### src/rtl/adder_issue_arbiter_if.sv
// Bus between two requesters, the shared 4-stage adder and the issue arbiter.
// slave: arbiter view. master: environment view (clients plus adder).
interface adder_issue_arbiter_if;
  logic        req0_valid;
  logic        req0_ready;
  logic [31:0] req0_a;
  logic [31:0] req0_b;
  logic        req0_ci;
  logic        req1_valid;
  logic        req1_ready;
  logic [31:0] req1_a;
  logic [31:0] req1_b;
  logic        req1_ci;
  logic [31:0] add_a;
  logic [31:0] add_b;
  logic        add_ci;
  logic [31:0] add_s;
  logic        add_co;
  logic        rsp0_valid;
  logic [31:0] rsp0_s;
  logic        rsp0_co;
  logic        rsp1_valid;
  logic [31:0] rsp1_s;
  logic        rsp1_co;
  logic        busy;

  modport slave (
    input  req0_valid, req0_a, req0_b, req0_ci,
    input  req1_valid, req1_a, req1_b, req1_ci,
    input  add_s, add_co,
    output req0_ready, req1_ready,
    output add_a, add_b, add_ci,
    output rsp0_valid, rsp0_s, rsp0_co,
    output rsp1_valid, rsp1_s, rsp1_co,
    output busy
  );

  modport master (
    output req0_valid, req0_a, req0_b, req0_ci,
    output req1_valid, req1_a, req1_b, req1_ci,
    output add_s, add_co,
    input  req0_ready, req1_ready,
    input  add_a, add_b, add_ci,
    input  rsp0_valid, rsp0_s, rsp0_co,
    input  rsp1_valid, rsp1_s, rsp1_co,
    input  busy
  );
endinterface

### src/rtl/adder_issue_arbiter.sv
// Round-robin issue of two requesters into one pipelined adder. A tag shift
// register with the adder's latency steers each result back to its issuer.
// Per-requester credit counters cap the number of ops in flight.
module adder_issue_arbiter #(
  parameter int LAT     = 4,
  parameter int MAX_OUT = 4
) (
  input  logic                  clk,
  input  logic                  rst,
  adder_issue_arbiter_if.slave  bus
);

  localparam logic [3:0] MAX_C = 4'(MAX_OUT);

  logic [LAT-1:0]  tag_vld;
  logic [LAT-1:0]  tag_id;
  logic [1:0][3:0] cnt;
  logic            rr_ptr;
  logic [1:0]      elig;
  logic [1:0]      grant;
  logic [1:0]      rsp;
  logic            issue;
  logic            issue_id;

  // A requester may compete only while it has credit left.
  assign elig[0] = bus.req0_valid && (cnt[0] < MAX_C);
  assign elig[1] = bus.req1_valid && (cnt[1] < MAX_C);

  // Sole eligible side wins; on a tie rr_ptr picks the side.
  assign grant[0] = elig[0] && (!elig[1] || !rr_ptr);
  assign grant[1] = elig[1] && (!elig[0] ||  rr_ptr);
  assign issue    = |grant;
  assign issue_id = grant[1];

  assign bus.req0_ready = grant[0];
  assign bus.req1_ready = grant[1];

  // Idle cycles leave req0 operands on the adder; no tag is issued for them.
  assign bus.add_a  = grant[1] ? bus.req1_a  : bus.req0_a;
  assign bus.add_b  = grant[1] ? bus.req1_b  : bus.req0_b;
  assign bus.add_ci = grant[1] ? bus.req1_ci : bus.req0_ci;

  // The tail tag lines up with the adder output holding that op's result.
  assign rsp[0] = tag_vld[LAT-1] && !tag_id[LAT-1];
  assign rsp[1] = tag_vld[LAT-1] &&  tag_id[LAT-1];

  assign bus.rsp0_valid = rsp[0];
  assign bus.rsp0_s     = bus.add_s;
  assign bus.rsp0_co    = bus.add_co;
  assign bus.rsp1_valid = rsp[1];
  assign bus.rsp1_s     = bus.add_s;
  assign bus.rsp1_co    = bus.add_co;
  assign bus.busy       = |tag_vld;

  // Tag pipe shifts every edge; no stall exists anywhere downstream.
  always_ff @(posedge clk or posedge rst) begin
    if (rst) begin
      tag_vld <= '0;
      tag_id  <= '0;
    end else begin
      tag_vld <= {tag_vld[LAT-2:0], issue};
      tag_id  <= {tag_id[LAT-2:0],  issue_id};
    end
  end

  // Credits: taken on issue, returned on response, net zero when both happen.
  always_ff @(posedge clk or posedge rst) begin
    if (rst) begin
      cnt <= '0;
    end else begin
      for (int i = 0; i < 2; i++) begin
        case ({grant[i], rsp[i]})
          2'b10:   cnt[i] <= cnt[i] + 4'd1;
          2'b01:   cnt[i] <= cnt[i] - 4'd1;
          default: cnt[i] <= cnt[i];
        endcase
      end
    end
  end

  // Priority flips to the other side only after an actual issue.
  always_ff @(posedge clk or posedge rst) begin
    if (rst)        rr_ptr <= 1'b0;
    else if (issue) rr_ptr <= ~issue_id;
  end

endmodule

### src/flat_wrapper.sv
// flat-port wrapper written by rule: the top's interface ports become plain ports
module adder_issue_arbiter_flat 
#(
  parameter int LAT     = 4,
  parameter int MAX_OUT = 4
)
  (clk, rst, bus_req0_valid, bus_req0_a, bus_req0_b, bus_req0_ci, bus_req1_valid, bus_req1_a, bus_req1_b, bus_req1_ci, bus_add_s, bus_add_co, bus_req0_ready, bus_req1_ready, bus_add_a, bus_add_b, bus_add_ci, bus_rsp0_valid, bus_rsp0_s, bus_rsp0_co, bus_rsp1_valid, bus_rsp1_s, bus_rsp1_co, bus_busy);
  adder_issue_arbiter_if bus_i ();
  input  logic clk;
  input  logic rst;
  input wire logic [$bits(bus_i.req0_valid)-1:0] bus_req0_valid;
  input wire logic [$bits(bus_i.req0_a)-1:0] bus_req0_a;
  input wire logic [$bits(bus_i.req0_b)-1:0] bus_req0_b;
  input wire logic [$bits(bus_i.req0_ci)-1:0] bus_req0_ci;
  input wire logic [$bits(bus_i.req1_valid)-1:0] bus_req1_valid;
  input wire logic [$bits(bus_i.req1_a)-1:0] bus_req1_a;
  input wire logic [$bits(bus_i.req1_b)-1:0] bus_req1_b;
  input wire logic [$bits(bus_i.req1_ci)-1:0] bus_req1_ci;
  input wire logic [$bits(bus_i.add_s)-1:0] bus_add_s;
  input wire logic [$bits(bus_i.add_co)-1:0] bus_add_co;
  output wire logic [$bits(bus_i.req0_ready)-1:0] bus_req0_ready;
  output wire logic [$bits(bus_i.req1_ready)-1:0] bus_req1_ready;
  output wire logic [$bits(bus_i.add_a)-1:0] bus_add_a;
  output wire logic [$bits(bus_i.add_b)-1:0] bus_add_b;
  output wire logic [$bits(bus_i.add_ci)-1:0] bus_add_ci;
  output wire logic [$bits(bus_i.rsp0_valid)-1:0] bus_rsp0_valid;
  output wire logic [$bits(bus_i.rsp0_s)-1:0] bus_rsp0_s;
  output wire logic [$bits(bus_i.rsp0_co)-1:0] bus_rsp0_co;
  output wire logic [$bits(bus_i.rsp1_valid)-1:0] bus_rsp1_valid;
  output wire logic [$bits(bus_i.rsp1_s)-1:0] bus_rsp1_s;
  output wire logic [$bits(bus_i.rsp1_co)-1:0] bus_rsp1_co;
  output wire logic [$bits(bus_i.busy)-1:0] bus_busy;
  assign bus_i.req0_valid = bus_req0_valid;
  assign bus_i.req0_a = bus_req0_a;
  assign bus_i.req0_b = bus_req0_b;
  assign bus_i.req0_ci = bus_req0_ci;
  assign bus_i.req1_valid = bus_req1_valid;
  assign bus_i.req1_a = bus_req1_a;
  assign bus_i.req1_b = bus_req1_b;
  assign bus_i.req1_ci = bus_req1_ci;
  assign bus_i.add_s = bus_add_s;
  assign bus_i.add_co = bus_add_co;
  assign bus_req0_ready = bus_i.req0_ready;
  assign bus_req1_ready = bus_i.req1_ready;
  assign bus_add_a = bus_i.add_a;
  assign bus_add_b = bus_i.add_b;
  assign bus_add_ci = bus_i.add_ci;
  assign bus_rsp0_valid = bus_i.rsp0_valid;
  assign bus_rsp0_s = bus_i.rsp0_s;
  assign bus_rsp0_co = bus_i.rsp0_co;
  assign bus_rsp1_valid = bus_i.rsp1_valid;
  assign bus_rsp1_s = bus_i.rsp1_s;
  assign bus_rsp1_co = bus_i.rsp1_co;
  assign bus_busy = bus_i.busy;
  adder_issue_arbiter #(.LAT(LAT), .MAX_OUT(MAX_OUT)) u_core (.clk(clk), .rst(rst), .bus(bus_i));
endmodule
### config.mk
export PLATFORM = sky130hd
export DESIGN_NAME = adder_issue_arbiter_flat
export DESIGN_NICKNAME = d
export VERILOG_FILES = /design/src/rtl/adder_issue_arbiter_if.sv /design/src/rtl/adder_issue_arbiter.sv /design/src/flat_wrapper.sv
export SDC_FILE = /design/constraint.sdc
export NUM_CORES = 1
export LEC_CHECK = 0
export ABC_AREA = 0
export CORE_AREA = 2 2 118 120
export DETAILED_ROUTE_END_ITERATION = 10
export DIE_AREA = 0 0 120 122
export PLACE_DENSITY = 0.65
export SLEW_MARGIN = 40
export SYNTH_ARGS = -nofsm -noshare
export SYNTH_HDL_FRONTEND = slang
export SYNTH_SLANG_ARGS = --single-unit
### constraint.sdc
create_clock -name clk -period 5.2 [get_ports clk]
set_input_delay 0.52 -clock clk [delete_from_list [all_inputs] [get_ports clk]]
set_output_delay 0.52 -clock clk [all_outputs]
set_load 0.1 [all_outputs]
* Yosys cells after proc, flatten, opt, wreduce, memory -nomap -nowiden
Index checks and enable logic that the tools add are counted.
Operators by class: $add $sub $neg 4, bitwise logic cells 1, reductions and logical operators 16, $lt $le $gt $ge 2, equality and inequality tests 4, muxes and demuxes 5
Operators with widths (number):
- 2-to-1 mux 32 bit | 2
- case mux 4 bit (2 select lines) | 2
- adder 4 x 1 -> 4 bit, second input constant | 2
- less-than comparator 4 x 3 -> 1 bit, second input constant | 2
- subtractor 4 x 1 -> 4 bit, second input constant | 2
- logical AND 1 bit | 6
- == test 2 x 1 -> 1 bit, second input constant | 2
- == test 2 bit, second input constant | 2
- zero test 1 bit | 4
- nonzero test 2 bit | 2
- OR reduction 4 bit | 1
- logical OR 1 bit | 2
- OR reduction 2 bit | 1
- 2-to-1 mux 1 bit | 1
- inverter 1 bit | 1
Word-level totals: bits in registers 17, input bits 167

* Longest topological paths before layout
depth in word-level cells 7, depth in mapped cells 12

* Least setup slack after synthesis
OpenSTA, ideal clock, no wires.
path kind reg2reg, from register u_core.tag_id[3], to register u_core.cnt[3] (netlist bit), stages on the path, launching flop included 7, clock period less this slack 3.265 ns, path buffers 0, arrival 3.142 ns, slack 1.935 ns, required time 5.077 ns, setup time 0.123 ns, cells stage by stage dfrtp_1 -> nor2b_1 -> ha_1 -> or3b_1 -> a2111oi_0 -> a31oi_1 -> xnor2_1
On the way: word-level cells in the longest chain between the ends 4
Ends and longest elaborated chain:
- start: declaration | line adder_issue_arbiter.sv:16 | logic [LAT-1:0] tag_id;
- start signal: assignment | line adder_issue_arbiter.sv:62 | tag_id <= {tag_id[LAT-2:0], issue_id};
- zero test 1 bit (*) | line adder_issue_arbiter.sv:44 | assign rsp[0] = tag_vld[LAT-1] && !tag_id[LAT-1];
- logical AND 1 bit (*) | line adder_issue_arbiter.sv:44
- net bus_rsp0_valid | line flat_wrapper.sv:26 | output wire logic [$bits(bus_i.rsp0_valid)-1:0] bus_rsp0_valid;
- == test 2 x 1 -> 1 bit / == test 2 bit (equally long branches) | line adder_issue_arbiter.sv:72 | case ({grant[i], rsp[i]})
- case mux 4 bit (2 select lines) / nonzero test 2 bit (equally long branches)
- end signal: indexed assignment | line adder_issue_arbiter.sv:73 | 2'b10: cnt[i] <= cnt[i] + 4'd1;
- end signal: indexed assignment | line adder_issue_arbiter.sv:74 | 2'b01: cnt[i] <= cnt[i] - 4'd1;
- end signal: indexed assignment | line adder_issue_arbiter.sv:75 | default: cnt[i] <= cnt[i];
- end: declaration | line adder_issue_arbiter.sv:17 | logic [1:0][3:0] cnt;
The timed path passes the listed nets; every way through them passes the cells marked *. A chain may end at the register's enable or synchronous reset.

* Worst setup path after layout
from input port bus_req0_valid, to output port bus_add_b[31]
On the way: word-level cells in the longest chain between the ends 5
Ends and longest elaborated chain:
- start: declaration | line flat_wrapper.sv:11 | input wire logic [$bits(bus_i.req0_valid)-1:0] bus_req0_valid;
- logical AND 1 bit | line adder_issue_arbiter.sv:26 | assign elig[0] = bus.req0_valid && (cnt[0] < MAX_C);
- zero test 1 bit | line adder_issue_arbiter.sv:31 | assign grant[1] = elig[1] && (!elig[0] || rr_ptr);
- logical OR 1 bit | line adder_issue_arbiter.sv:31
- logical AND 1 bit | line adder_issue_arbiter.sv:31
- 2-to-1 mux 32 bit | line adder_issue_arbiter.sv:40 | assign bus.add_b = grant[1] ? bus.req1_b : bus.req0_b;
- end: declaration | line flat_wrapper.sv:24 | output wire logic [$bits(bus_i.add_b)-1:0] bus_add_b;
Every way passes these cells.

==> out/metrics.cfg <==
[status]
status=completed

[min_path]
hold_path_class=reg2reg

[cells_and_area]
final-seq-area_um2=425.4
num_antenna_cells=0
nFillCells=1414
layout.nets=516
multiInputGateArea_mm2=0.001224
drive_gt1_frac=0.4269
final_area_mm2=0.003704
synthToLayoutAreaGrowth_pct=67.23

[synth]
synth_warnings=0
synth_cell_type_count=29
syn_inst=206
synth_edf_count=0
postSynthAreaPerCell_um2=10.75
ys.flop_type=dfrtp_1
yosysMostFrequentCell=buf_4
synth_top_cells_by_count=buf_4, mux2_2, mux2_4, dfrtp_1, xor2_1
synth.top_cell.area_share=0.2237
synth_top_area_cell=buf_4
yosys_register_bits=17
ys_async_sr_fraction=1.000
synthesis.area_mm2=0.002215
synth_area_leaders=buf_4, mux2_4, dfrtp_1
seq_area_frac_synth=0.1921
syn_nets=379

[timing]
setup_viol=0
holdWs_ns=0.3459
setup_ws_ns=2.110
fin_crit_sh=0.5942
fin_tns_setup_ns=0
rsz0062_at_grt=no
fmax_mhz=323.6
drv_slew=0
final_hold_viol_count=0
fin_crit_ns=3.090
skew_ns=0.002727
tightestPinTransition_ns=0.6133
relSlewSlack=0.5907

[placed_design]
pre_cts_ws_ns=2.005
port_buffers=203
place.gp.congestion=0.7633
hpwl_um=7104
dpl-instance-area_mm2=0.003623

[floorplanning]
start_util=0.1640
rows=43
io_pins=303
die_x_um=120
die_y_um=122
die_area_mm2=0.01464
core-area_mm2=0.01350

[critical_path]
worstPathArrival_ns=2.57
crit_required_ns=4.68
worstSetupPathType=in2out
cp_max_fo=43
crit_top_cell=nor2_4
cpMaxStageDelayCell=clkdlybuf4s50_1
endpoint_kind=output port
cpPeakStageDelay_ns=0.44
cp-start-kind=primary input
path_cells=clkdlybuf4s50_1, or3b_4, nor2_4, nor2_4, buf_4, mux2_2, buf_2

[clocking]
cts_buffer_depth=2
clkTransAtPathRegs_ns=0.05
cts.sinks=17
hold_buffers=0
root_buffer=clkbuf_16
cts_setup_buffers=0
cts_resized=0
tritoncts=built
insertion_delay_ns=0.24
h-tree-depth=1
numCtsBuffers=3

[power_and_ir_drop]
p_sw_mw=1.339
power.share.clock=0.071
power.density_mw_per_mm2=569.8
p_int_mw=0.7712
pwr-share-comb=0.809
leakagePower_nw=1.603
switching_share=0.6346
peakVddDrop_mv=0.2256
p_seq_frac=0.120

[routing]
drc_errors=0
routed_wl_um=7891
wl_per_cell_um=15.12
viasPerCell=3.709
ant_nets=0
drtIter0Drc=21
num_vias=1936
dr.pass1.iters=4

[job]
max_cap_viol_count=0

[grt]
antenna_found_initial=0
grt_pass1_wl_um=10860
grt_remaining_overflow=0
first_global_vias=1982
grt_max_degree=44
grt.total_usage=0.09580

critical path, delay by kind of cell:
family / cells / cell delay [ns]
AND/OR/NAND/NOR: 3 / 0.55
multiplexers: 1 / 0.30
buffers and inverters: 3 / 1.14
final cells by class:
| class | count | area share |
|---|---|---|
| clock inverter | 1 | 0.001351 |
| clock buffer | 3 | 0.02027 |
| inverter | 4 | 0.004054 |
| sequential | 17 | 0.1149 |
| timing repair buffer | 205 | 0.4682 |
| multi-input combinational | 112 | 0.3304 |
| tap | 180 | 0.06081 |
worst paths after layout:
| kind | from | end | slack [ns] | depth (start not counted) |
|---|---|---|---|---|
| max | bus_req0_valid | bus_add_b[31] | 2.11 | 7 |
| min | u_core.tag_id[0] | u_core.tag_id[1] | 0.35 | 0 |
| max reg2reg | u_core.cnt[6] | u_core.cnt[6] | 2.48 | 12 |
| min reg2reg | u_core.tag_id[0] | u_core.tag_id[1] | 0.35 | 0 |
| max in group asynchronous | rst | u_core.tag_id[3] | 4.14 | 2 |
| min in group asynchronous | rst | u_core.cnt[1] | 0.65 | 2 |
metal layers:
metal / share of wire / vias up / GRT usage
met2: 0.50 / 141 / 0.1662
met3: 0.14 / 8 / 0.04916
met5: 0 / - / 0
li1: - / 911 / -
met4: 0.0051 / 0 / 0.01471
met1: 0.36 / 876 / 0.1070
through the flow:
stage,power (mW),cells,utilization
2_1_floorplan,1.921,206,-
4_1_cts,2.130,522,0.2743
3_5_place_dp,1.976,518,0.2683
5_1_grt,2.203,522,0.2743
3_3_place_gp,2.056,518,0.2887
6_report,2.110,522,0.2743
state kept, by name, summed over array words and instances (netlist names):
register / cells
u_core.tag_id: 4
u_core.rr_ptr: 1
u_core.tag_vld: 4
u_core.cnt: 8
logic make-up (layout without fill, tap and decap cells):
kind of cell / Yosys count / in the layout / share of synthesized area
buffers and inverters: 77 / 213 / 0.2576
muxes: 67 / 67 / 0.3915
xor gates and xnor gates: 10 / 10 / 0.03955
DFF: 17 / 17 / 0.1921
and+or+nand+nor: 19 / 19 / 0.05650
adders and majority gates: 6 / 6 / 0.03390
AOI/OAI and AO/OA: 10 / 10 / 0.02881
power groups by stage:
| stage | sequential [mW] | combinational [mW] | clock [mW] |
|---|---|---|---|
| 2_1_floorplan | 0.241 | 1.68 | 0 |
| 3_3_place_gp | 0.251 | 1.81 | 0 |
| 3_5_place_dp | 0.256 | 1.72 | 0 |
| 4_1_cts | 0.255 | 1.72 | 0.152 |
| 5_1_grt | 0.263 | 1.78 | 0.158 |
| 6_report | 0.254 | 1.71 | 0.150 |
cell usage in the layout, fill, tap and decap left out:
| cell | instances |
|---|---|
| a2111oi_0 | 1 |
| a211o_1 | 1 |
| a21o_1 | 2 |
| a21oi_1 | 4 |
| a31oi_1 | 1 |
| and2_1 | 2 |
| buf_2 | 55 |
| buf_4 | 17 |
| clkbuf_16 | 3 |
| clkdlybuf4s50_1 | 133 |
| clkinv_2 | 1 |
| dfrtp_1 | 17 |
| ha_1 | 6 |
| inv_1 | 4 |
| mux2_2 | 37 |
| mux2_4 | 30 |
| nand2_1 | 2 |
| nand2b_1 | 1 |
| nand3b_1 | 2 |
| nor2_1 | 4 |
| nor2_4 | 2 |
| nor2b_1 | 1 |
| nor3b_1 | 1 |
| nor4bb_1 | 1 |
| o21ai_0 | 1 |
| or3b_1 | 1 |
| or3b_4 | 1 |
| or4_1 | 1 |
| xnor2_1 | 3 |
| xor2_1 | 7 |
Note: power is estimated with default switching activity, not from simulation.
